<file path="src/rtl/interp_col_loop_ctrl.sv">
// interp_col_loop_ctrl: column/row loop for the interpolation buffer; optional stall counter under INTERP_LOOP_STALL_CNT_EN
module interp_col_loop_ctrl #(
  parameter int NUM_COLS = 13,
  parameter int NUM_ROWS = 8,
  parameter int CNT_W    = 4,
  parameter int ROW_W    = 4
) (
  input  logic             clk,
  input  logic             rst,
  input  logic             start,
  input  logic [CNT_W-1:0] step,
  input  logic             ready_in,
  output logic [CNT_W-1:0] col_sel,
  output logic [ROW_W-1:0] row_idx,
  output logic             rd_en,
  output logic             last_col,
  output logic             busy,
  output logic             done
`ifdef INTERP_LOOP_STALL_CNT_EN
  ,
  output logic [15:0]      stall_cnt
`endif
);
  typedef enum logic [1:0] {IDLE, RUN, DONE} state_t;
  state_t           r_state;
  logic [CNT_W-1:0] r_step;
  logic [CNT_W-1:0] r_col;
  logic [ROW_W-1:0] r_row;
  logic             r_rd_en;
  logic             r_done;
  logic [CNT_W:0]   w_sum;
  logic             w_wrap;
  logic             w_acc;
  logic             w_last_row;
  assign w_sum      = {1'b0, r_col} + {1'b0, r_step};
  assign w_wrap     = w_sum >= (CNT_W+1)'(NUM_COLS);
  assign w_acc      = r_rd_en & ready_in;
  assign w_last_row = r_row == ROW_W'(NUM_ROWS - 1);
  assign col_sel    = r_col;
  assign row_idx    = r_row;
  assign rd_en      = r_rd_en;
  assign last_col   = r_rd_en & w_wrap;
  assign busy       = r_state != IDLE;
  assign done       = r_done;
  // loop state machine: each accepted beat steps the column, wrapping into the next row
  always_ff @(posedge clk or posedge rst) begin
    if (rst) begin
      r_state <= IDLE;
      r_step  <= '0;
      r_col   <= '0;
      r_row   <= '0;
      r_rd_en <= 1'b0;
      r_done  <= 1'b0;
    end else begin
      case (r_state)
        IDLE: if (start) begin
          r_step  <= (step == '0) ? CNT_W'(1) : step;
          r_col   <= '0;
          r_row   <= '0;
          r_rd_en <= 1'b1;
          r_state <= RUN;
        end
        RUN: if (w_acc) begin
          if (w_wrap && w_last_row) begin
            r_rd_en <= 1'b0;
            r_col   <= '0;
            r_row   <= '0;
            r_done  <= 1'b1;
            r_state <= DONE;
          end else if (w_wrap) begin
            r_col <= '0;
            r_row <= r_row + ROW_W'(1);
          end else begin
            r_col <= w_sum[CNT_W-1:0];
          end
        end
        default: begin
          r_done  <= 1'b0;
          r_state <= IDLE;
        end
      endcase
    end
  end
`ifdef INTERP_LOOP_STALL_CNT_EN
  logic [15:0] r_stall_cnt;
  assign stall_cnt = r_stall_cnt;
  // saturating count of cycles a pending read waits on ready_in; cleared by an accepted start
  always_ff @(posedge clk or posedge rst) begin
    if (rst) r_stall_cnt <= '0;
    else if (r_state == IDLE && start) r_stall_cnt <= '0;
    else if (r_state == RUN && r_rd_en && !ready_in && r_stall_cnt != 16'hFFFF) r_stall_cnt <= r_stall_cnt + 16'd1;
  end
`endif
endmodule

</file>
<file path="config.mk">
export PLATFORM = sky130hd
export DESIGN_NAME = interp_col_loop_ctrl
export DESIGN_NICKNAME = d
export VERILOG_FILES = /design/src/rtl/interp_col_loop_ctrl.sv
export SDC_FILE = /design/constraint.sdc
export NUM_CORES = 1
export LEC_CHECK = 0
export CAP_MARGIN = 25
export CELL_PAD_IN_SITES_DETAIL_PLACEMENT = 1
export CELL_PAD_IN_SITES_GLOBAL_PLACEMENT = 1
export CORE_MARGIN = 2
export CORE_UTILIZATION = 35
export CTS_BUF_LIST = sky130_fd_sc_hd__clkbuf_4 sky130_fd_sc_hd__clkbuf_8
export DETAILED_ROUTE_END_ITERATION = 10
export PLACE_DENSITY = 0.81
export SLEW_MARGIN = 5
export SYNTH_ARGS = -nofsm -noshare
export SYNTH_HDL_FRONTEND = slang
export SYNTH_SLANG_ARGS = --single-unit
</file>
<file path="constraint.sdc">
create_clock -name clk -period 2.5 [get_ports clk]
set_clock_uncertainty 0.2 [all_clocks]
set_input_delay 0.375 -clock clk [delete_from_list [all_inputs] [get_ports clk]]
set_output_delay 0.375 -clock clk [all_outputs]
set_load 0.01 [all_outputs]
</file>
; ---- Word level (Yosys, flattened, before mapping)
; Index checks and enable logic that the tools add are counted.
[totals]
regBits = 16
latchBits = 0
ramBits = 0
romBits = 0
in_bits = 8
output_inout_bits = 12
elab_cells = 50
memories = 0
[classes]
add_sub_neg = 2
mul = 0
div_mod_pow = 0
magnitude_cmp = 1
n_eq_ne = 6
shift = 0
mux = 21
bitwise_logic = 3
n_reduce_logical = 11
[op_table]
columns = cell, count
row1 = $mux 4, 8
row2 = $pmux 4 s2, 2
row3 = $reduce_and 3->1, 3
row4 = $reduce_and 4->1, 2
row5 = $mux 2, 3
row6 = $ne 2x2->1 const B, 3
row7 = $add 4x4->5, 1
row8 = $ge 5x4->1 const B, 1
row9 = $mux 1, 5
row10 = $add 4x1->4 const B, 1
row11 = $eq 4x3->1 const B, 1
row12 = $logic_not 4->1, 1
row13 = $pmux 1 s2, 2
row14 = $pmux 2 s2, 1
row15 = $reduce_bool 2->1, 2
row16 = $ne 3x3->1 const B, 1
row17 = $and 1x1->1, 2
row18 = $eq 2x1->1 const B, 1
row19 = $logic_not 2->1, 1
row20 = $reduce_and 2->1, 1
row21 = $logic_and 1x1->1, 1
row22 = $not 1->1, 1

; ---- Longest topological paths before layout
[depth]
word_depth = 6
depth_mapped = 9
mapped_depth_nobuf = 8

; ---- Worst setup path after synthesis
; Ideal clock, no wire load.
[synth_path]
path_kind = reg2out
startpoint = reg r_col[0] (netlist: col_sel[0])
endpoint = out last_col
arrival_time_ns = 1.916
t_required_ns = 1.925
slack_ns = 0.009
stages_incl_launch_ff = 9
n_path_buf = 1
cell_sequence = dfrtp_1 > ha_1 > inv_1 > fa_1 > nor2b_1 > o211ai_1 > o311ai_2 > buf_2 > nor2_1
[synth_between]
elab_chain_cells = 3
[synth_rtl]
columns = element, line
row1 = "start, declared", 27  ; logic [CNT_W-1:0] r_col;
row2 = "start signal, assigned", 74  ; r_col <= w_sum[CNT_W-1:0];
row3 = $add 4x4->5, 35  ; assign w_sum = {1'b0, r_col} + {1'b0, r_step};
row4 = $ge 5x4->1, 36  ; assign w_wrap = w_sum >= (CNT_W+1)'(NUM_COLS);
row5 = $and 1x1->1, 42  ; assign last_col = r_rd_en & w_wrap;
row6 = "end, declared", 16  ; output logic last_col,
; No other way between the ends.

; ---- Worst setup path after layout
[layout_path]
startpoint = reg r_step[0]
endpoint = out last_col
[layout_between]
elab_chain_cells = 3
[layout_rtl]
columns = element, line
row1 = "start, declared", 26  ; logic [CNT_W-1:0] r_step;
row2 = "start signal, assigned", 57  ; r_step <= (step == '0) ? CNT_W'(1) : step;
row3 = $add 4x4->5, 35
row4 = $ge 5x4->1, 36
row5 = $and 1x1->1, 42
; No other way between the ends.

==> impl_metrics.prom <==
# TYPE chip_impl_metric gauge
chip_impl_metric{name="area_growth_syn_to_layout",unit="%"} 52.2
chip_impl_metric{name="fillerInstances",unit=""} 287
chip_impl_metric{name="fmaxAchievable",unit="MHz"} 357
chip_impl_metric{name="fp-row-count",unit=""} 18
chip_impl_info{name="main_combinational_cell_family_by_area_after_synthesis",value="simple AND/OR/NAND/NOR gates"} 1
chip_impl_info{name="failed_checks",value="negative setup slack"} 1
chip_impl_metric{name="power.share.switching",unit="%"} 23.3
chip_impl_metric{name="finalWorstSetupSlack",unit="ns"} -0.301
chip_impl_metric{name="post_layout_nonfiller_instances",unit=""} 166
chip_impl_metric{name="syn_avg_cell_area",unit="um2"} 9.27
chip_impl_info{name="critical_path.endpoint_type",value="output port"} 1
chip_impl_metric{name="yosys.cell_types.count",unit=""} 31
chip_impl_metric{name="num_vias",unit=""} 900
chip_impl_metric{name="p_int",unit="uW"} 325
chip_impl_metric{name="min_period_over_period",unit="%"} 112
chip_impl_info{name="cts_tree",value="yes"} 1
chip_impl_metric{name="ys_seq_elements",unit=""} 16
chip_impl_metric{name="detailedPlace.worstSlack",unit="ns"} -0.345
chip_impl_metric{name="compound_gate_fraction_of_synth_area",unit="%"} 15.4
chip_impl_metric{name="synth.net_count",unit=""} 112
chip_impl_metric{name="crit_path_max_fanout",unit=""} 2
chip_impl_metric{name="wl",unit="mm"} 2.78
chip_impl_metric{name="io_pins",unit=""} 20
chip_impl_metric{name="cts_hold_repair.buffers",unit=""} 0
chip_impl_metric{name="initial_core_util",unit="%"} 36.7
chip_impl_metric{name="via_per_inst",unit=""} 5.42
chip_impl_info{name="startpoint_type",value="register"} 1
chip_impl_metric{name="slew_headroom",unit="%"} 60.1
chip_impl_metric{name="drt_iter0_drc",unit=""} 7
chip_impl_metric{name="post_synth_and_or_nand_nor_area_fraction",unit="%"} 21.5
chip_impl_metric{name="synth_cells",unit=""} 98
chip_impl_metric{name="power.ir.vdd_worst",unit="V"} 0.000236
chip_impl_metric{name="critical_path_required",unit="ns"} 1.92
chip_impl_metric{name="post_route_cells_drive_above_1_share",unit="%"} 30.1
chip_impl_metric{name="dieWidth",unit="um"} 54.9
chip_impl_info{name="hold_path.class",value="input port to async pin"} 1
chip_impl_metric{name="number_of_cells_on_the_worst_reg_to_reg_path",unit=""} 9
chip_impl_metric{name="groute.usage.overall",unit="%"} 18.6
chip_impl_info{name="layout_commonest_cell",value="sky130_fd_sc_hd__clkdlybuf4s50_1"} 1
chip_impl_metric{name="overflow",unit=""} 0
chip_impl_metric{name="number_of_global_route_vias_before_repair",unit=""} 890
chip_impl_metric{name="clock_tree.htree_level_count",unit=""} 1
chip_impl_metric{name="antenna_left",unit=""} 0
chip_impl_metric{name="report.final.hold_viol_count",unit=""} 0
chip_impl_info{name="run_status",value="complete, but fails checks"} 1
chip_impl_metric{name="die_area",unit="mm2"} 0.00302
chip_impl_metric{name="synth_area",unit="um2"} 908
chip_impl_metric{name="maxCapViolations",unit=""} 0
chip_impl_info{name="start_to_end_type_of_the_worst_setup_path",value="register to output port"} 1
chip_impl_metric{name="place_hpwl",unit="mm"} 1.74
chip_impl_metric{name="antenna_cells_inserted",unit=""} 0
chip_impl_metric{name="worstSkewPairLatency",unit="ns"} 0.30
chip_impl_metric{name="nets",unit=""} 152
chip_impl_metric{name="portion_of_total_power_attributed_to_combinational_logic",unit="%"} 4.3
chip_impl_metric{name="path_clk_slew",unit="ns"} 0.10
chip_impl_info{name="layout_common_cells",value="18 x sky130_fd_sc_hd__clkdlybuf4s50_1, 16 x sky130_fd_sc_hd__dfrtp_1, 15 x sky130_fd_sc_hd__buf_4"} 1
chip_impl_metric{name="final_util",unit="%"} 55.8
chip_impl_metric{name="yosys-mux-area-fraction",unit="%"} 2.48
chip_impl_metric{name="drtPass1Iterations",unit=""} 4
chip_impl_metric{name="p_clk_share",unit="%"} 34.8
chip_impl_metric{name="design.core.area",unit="mm2"} 0.00248
chip_impl_metric{name="pin_count_of_the_biggest_net_entering_global_routing",unit=""} 17
chip_impl_metric{name="synth-warning-count",unit=""} 0
chip_impl_metric{name="avgRoutedWirePerCell",unit="um"} 16.8
chip_impl_metric{name="cellPowerDensity",unit="mW/mm2"} 307
chip_impl_metric{name="power.net_switching",unit="uW"} 98.9
chip_impl_metric{name="report.final.slew_viol_count",unit=""} 0
chip_impl_metric{name="setup-tns-final",unit="ns"} -0.978
chip_impl_metric{name="setup_viol",unit=""} 10
chip_impl_metric{name="power_frac_seq",unit="%"} 61.0
chip_impl_metric{name="worst_ep_arrival_time",unit="ns"} 2.23
chip_impl_metric{name="detail_route.drc_violations",unit=""} 0
chip_impl_metric{name="placedCellCount",unit=""} 154
chip_impl_metric{name="cts_buffers",unit=""} 3
chip_impl_metric{name="synth-adder-area-share",unit="%"} 9.09
chip_impl_metric{name="count_of_input_and_output_buffers",unit=""} 19
chip_impl_metric{name="global_route_wire_length_before_repair",unit="mm"} 3.93
chip_impl_info{name="cts-root-buf",value="sky130_fd_sc_hd__clkbuf_4"} 1
chip_impl_metric{name="transition_at_the_pin_with_the_smallest_max_transition_slack",unit="ns"} 0.597
chip_impl_metric{name="synth-xor-area-share",unit="%"} 1.93
chip_impl_metric{name="numClockSinks",unit=""} 16
chip_impl_metric{name="gpl.final_weighted_congestion",unit=""} 0.745
chip_impl_metric{name="power.static_leakage",unit="nW"} 0.635
chip_impl_metric{name="die_y",unit="um"} 54.9
chip_impl_metric{name="ctsLongestPathBuffers",unit=""} 2
chip_impl_metric{name="antenna_violations_before_repair",unit=""} 0
chip_impl_info{name="rsz0062_at_grt",value="yes"} 1
chip_impl_metric{name="fin_crit",unit="ns"} 2.80
chip_impl_metric{name="synth_sequential_area_ratio",unit="%"} 44.1
## area by class of cell
| cell class | count | area, um2 | share of cell area, % |
|---|---|---|---|
| inverter | 10 | 37.5 | 2.71 |
| multi-input combinational | 69 | 542 | 39.2 |
| tap | 30 | 37.5 | 2.71 |
| timing repair buffer | 38 | 343 | 24.8 |
| sequential | 16 | 400 | 29.0 |
| clock buffer | 3 | 22.5 | 1.63 |
## power by group through the flow
stage	clock network, mW	registers, mW	logic [mW]
finish	0.148	0.259	0.0181
global route	0.157	0.259	0.0199
CTS	0.147	0.259	0.0190
detailed placement	0	0.264	0.0189
global placement	0	0.264	0.0183
floorplan	0	0.264	0.00503
## per-layer routing
layer | GRT usage [%] | share of wire (%) | routed length, um
met1 | 21.2 | 41 | 1150
met2 | 34.3 | 53 | 1470
met3 | 2.42 | 3.8 | 107
met4 | 8.54 | 1.8 | 51
met5 | 0 | 0 | 0
## synthesized netlist by cell type
cell,n,area (um2)
sky130_fd_sc_hd__a21o_1,1,7.51
sky130_fd_sc_hd__a21oi_1,5,25.0
sky130_fd_sc_hd__a32o_1,1,10.0
sky130_fd_sc_hd__and3_1,1,6.26
sky130_fd_sc_hd__buf_2,1,5.00
sky130_fd_sc_hd__clkbuf_1,2,7.51
sky130_fd_sc_hd__dfrtp_1,16,400
sky130_fd_sc_hd__fa_1,1,20.0
sky130_fd_sc_hd__ha_1,5,62.6
sky130_fd_sc_hd__inv_1,10,37.5
sky130_fd_sc_hd__mux2_2,2,22.5
sky130_fd_sc_hd__nand2_1,9,33.8
sky130_fd_sc_hd__nand3_1,7,35.0
sky130_fd_sc_hd__nand3b_1,1,7.51
sky130_fd_sc_hd__nor2_1,8,30.0
sky130_fd_sc_hd__nor2b_1,3,18.8
sky130_fd_sc_hd__nor3_1,4,20.0
sky130_fd_sc_hd__nor3b_1,1,7.51
sky130_fd_sc_hd__o211ai_1,3,22.5
sky130_fd_sc_hd__o21ai_0,4,20.0
sky130_fd_sc_hd__o21ai_2,1,8.76
sky130_fd_sc_hd__o22a_1,1,8.76
sky130_fd_sc_hd__o22ai_1,1,6.26
sky130_fd_sc_hd__o311ai_2,1,16.3
sky130_fd_sc_hd__o31ai_1,2,15.0
sky130_fd_sc_hd__or2_2,1,6.26
sky130_fd_sc_hd__or3_1,2,12.5
sky130_fd_sc_hd__or4_1,1,7.51
sky130_fd_sc_hd__or4b_1,1,10.0
sky130_fd_sc_hd__xnor2_1,1,8.76
sky130_fd_sc_hd__xor2_1,1,8.76
## state kept, by name (all words and copies together) (netlist names)
signal	flops
rd_en	1
r_state	2
row_idx	4
r_step	4
done	1
col_sel	4
## metrics by stage
step | cell area, um2 | power (mW) | hold slack, ns
after global placement | 1200 | 0.282 | 0.265
after floorplan | 908 | 0.269 | 0.0887
final | 1380 | 0.424 | 0.229
after global routing | 1380 | 0.436 | 0.283
after detailed placement | 1200 | 0.283 | 0.270
after CTS | 1290 | 0.424 | 0.267
## what timing repair did
action                                  4_1_cts  5_1_grt
pin swaps                                     8        6
buffers inserted                              6        4
endpoints found under the setup margin        4       13
resized for setup                            14       13
cloned                                        0        0
## worst max-delay path, cell delays in order (launching register included)
cell	delay, ns
sky130_fd_sc_hd__dfrtp_1	0.40
sky130_fd_sc_hd__ha_2	0.20
sky130_fd_sc_hd__inv_2	0.06
sky130_fd_sc_hd__fa_2	0.46
sky130_fd_sc_hd__nor2b_4	0.15
sky130_fd_sc_hd__o211ai_1	0.23
sky130_fd_sc_hd__o311ai_2	0.18
sky130_fd_sc_hd__nor2_1	0.12
sky130_fd_sc_hd__buf_2	0.14
## logic make-up (layout without fill, tap and decap cells)
kind of cell | after synthesis | after routing
XOR/XNOR | 2 | 2
flip-flops | 16 | 16
AND/OR/NAND/NOR | 39 | 39
AO/OA/AOI/OAI | 20 | 20
multiplexers | 2 | 2
adder cells (fa/ha/maj) | 6 | 6
buffers and inverters | 13 | 51
## final timing paths
check	from	slack, ns	end
worst max-delay path	r_step[0]	-0.30	last_col
worst min-delay path	rst	0.23	r_state[0]
worst max register to register	r_step[0]	-0.16	row_idx[2]
worst min register to register	done	0.29	done
max in group asynchronous	rst	1.49	col_sel[2]
min in group clk	done	0.29	done
(Power assumes the default switching activity.)
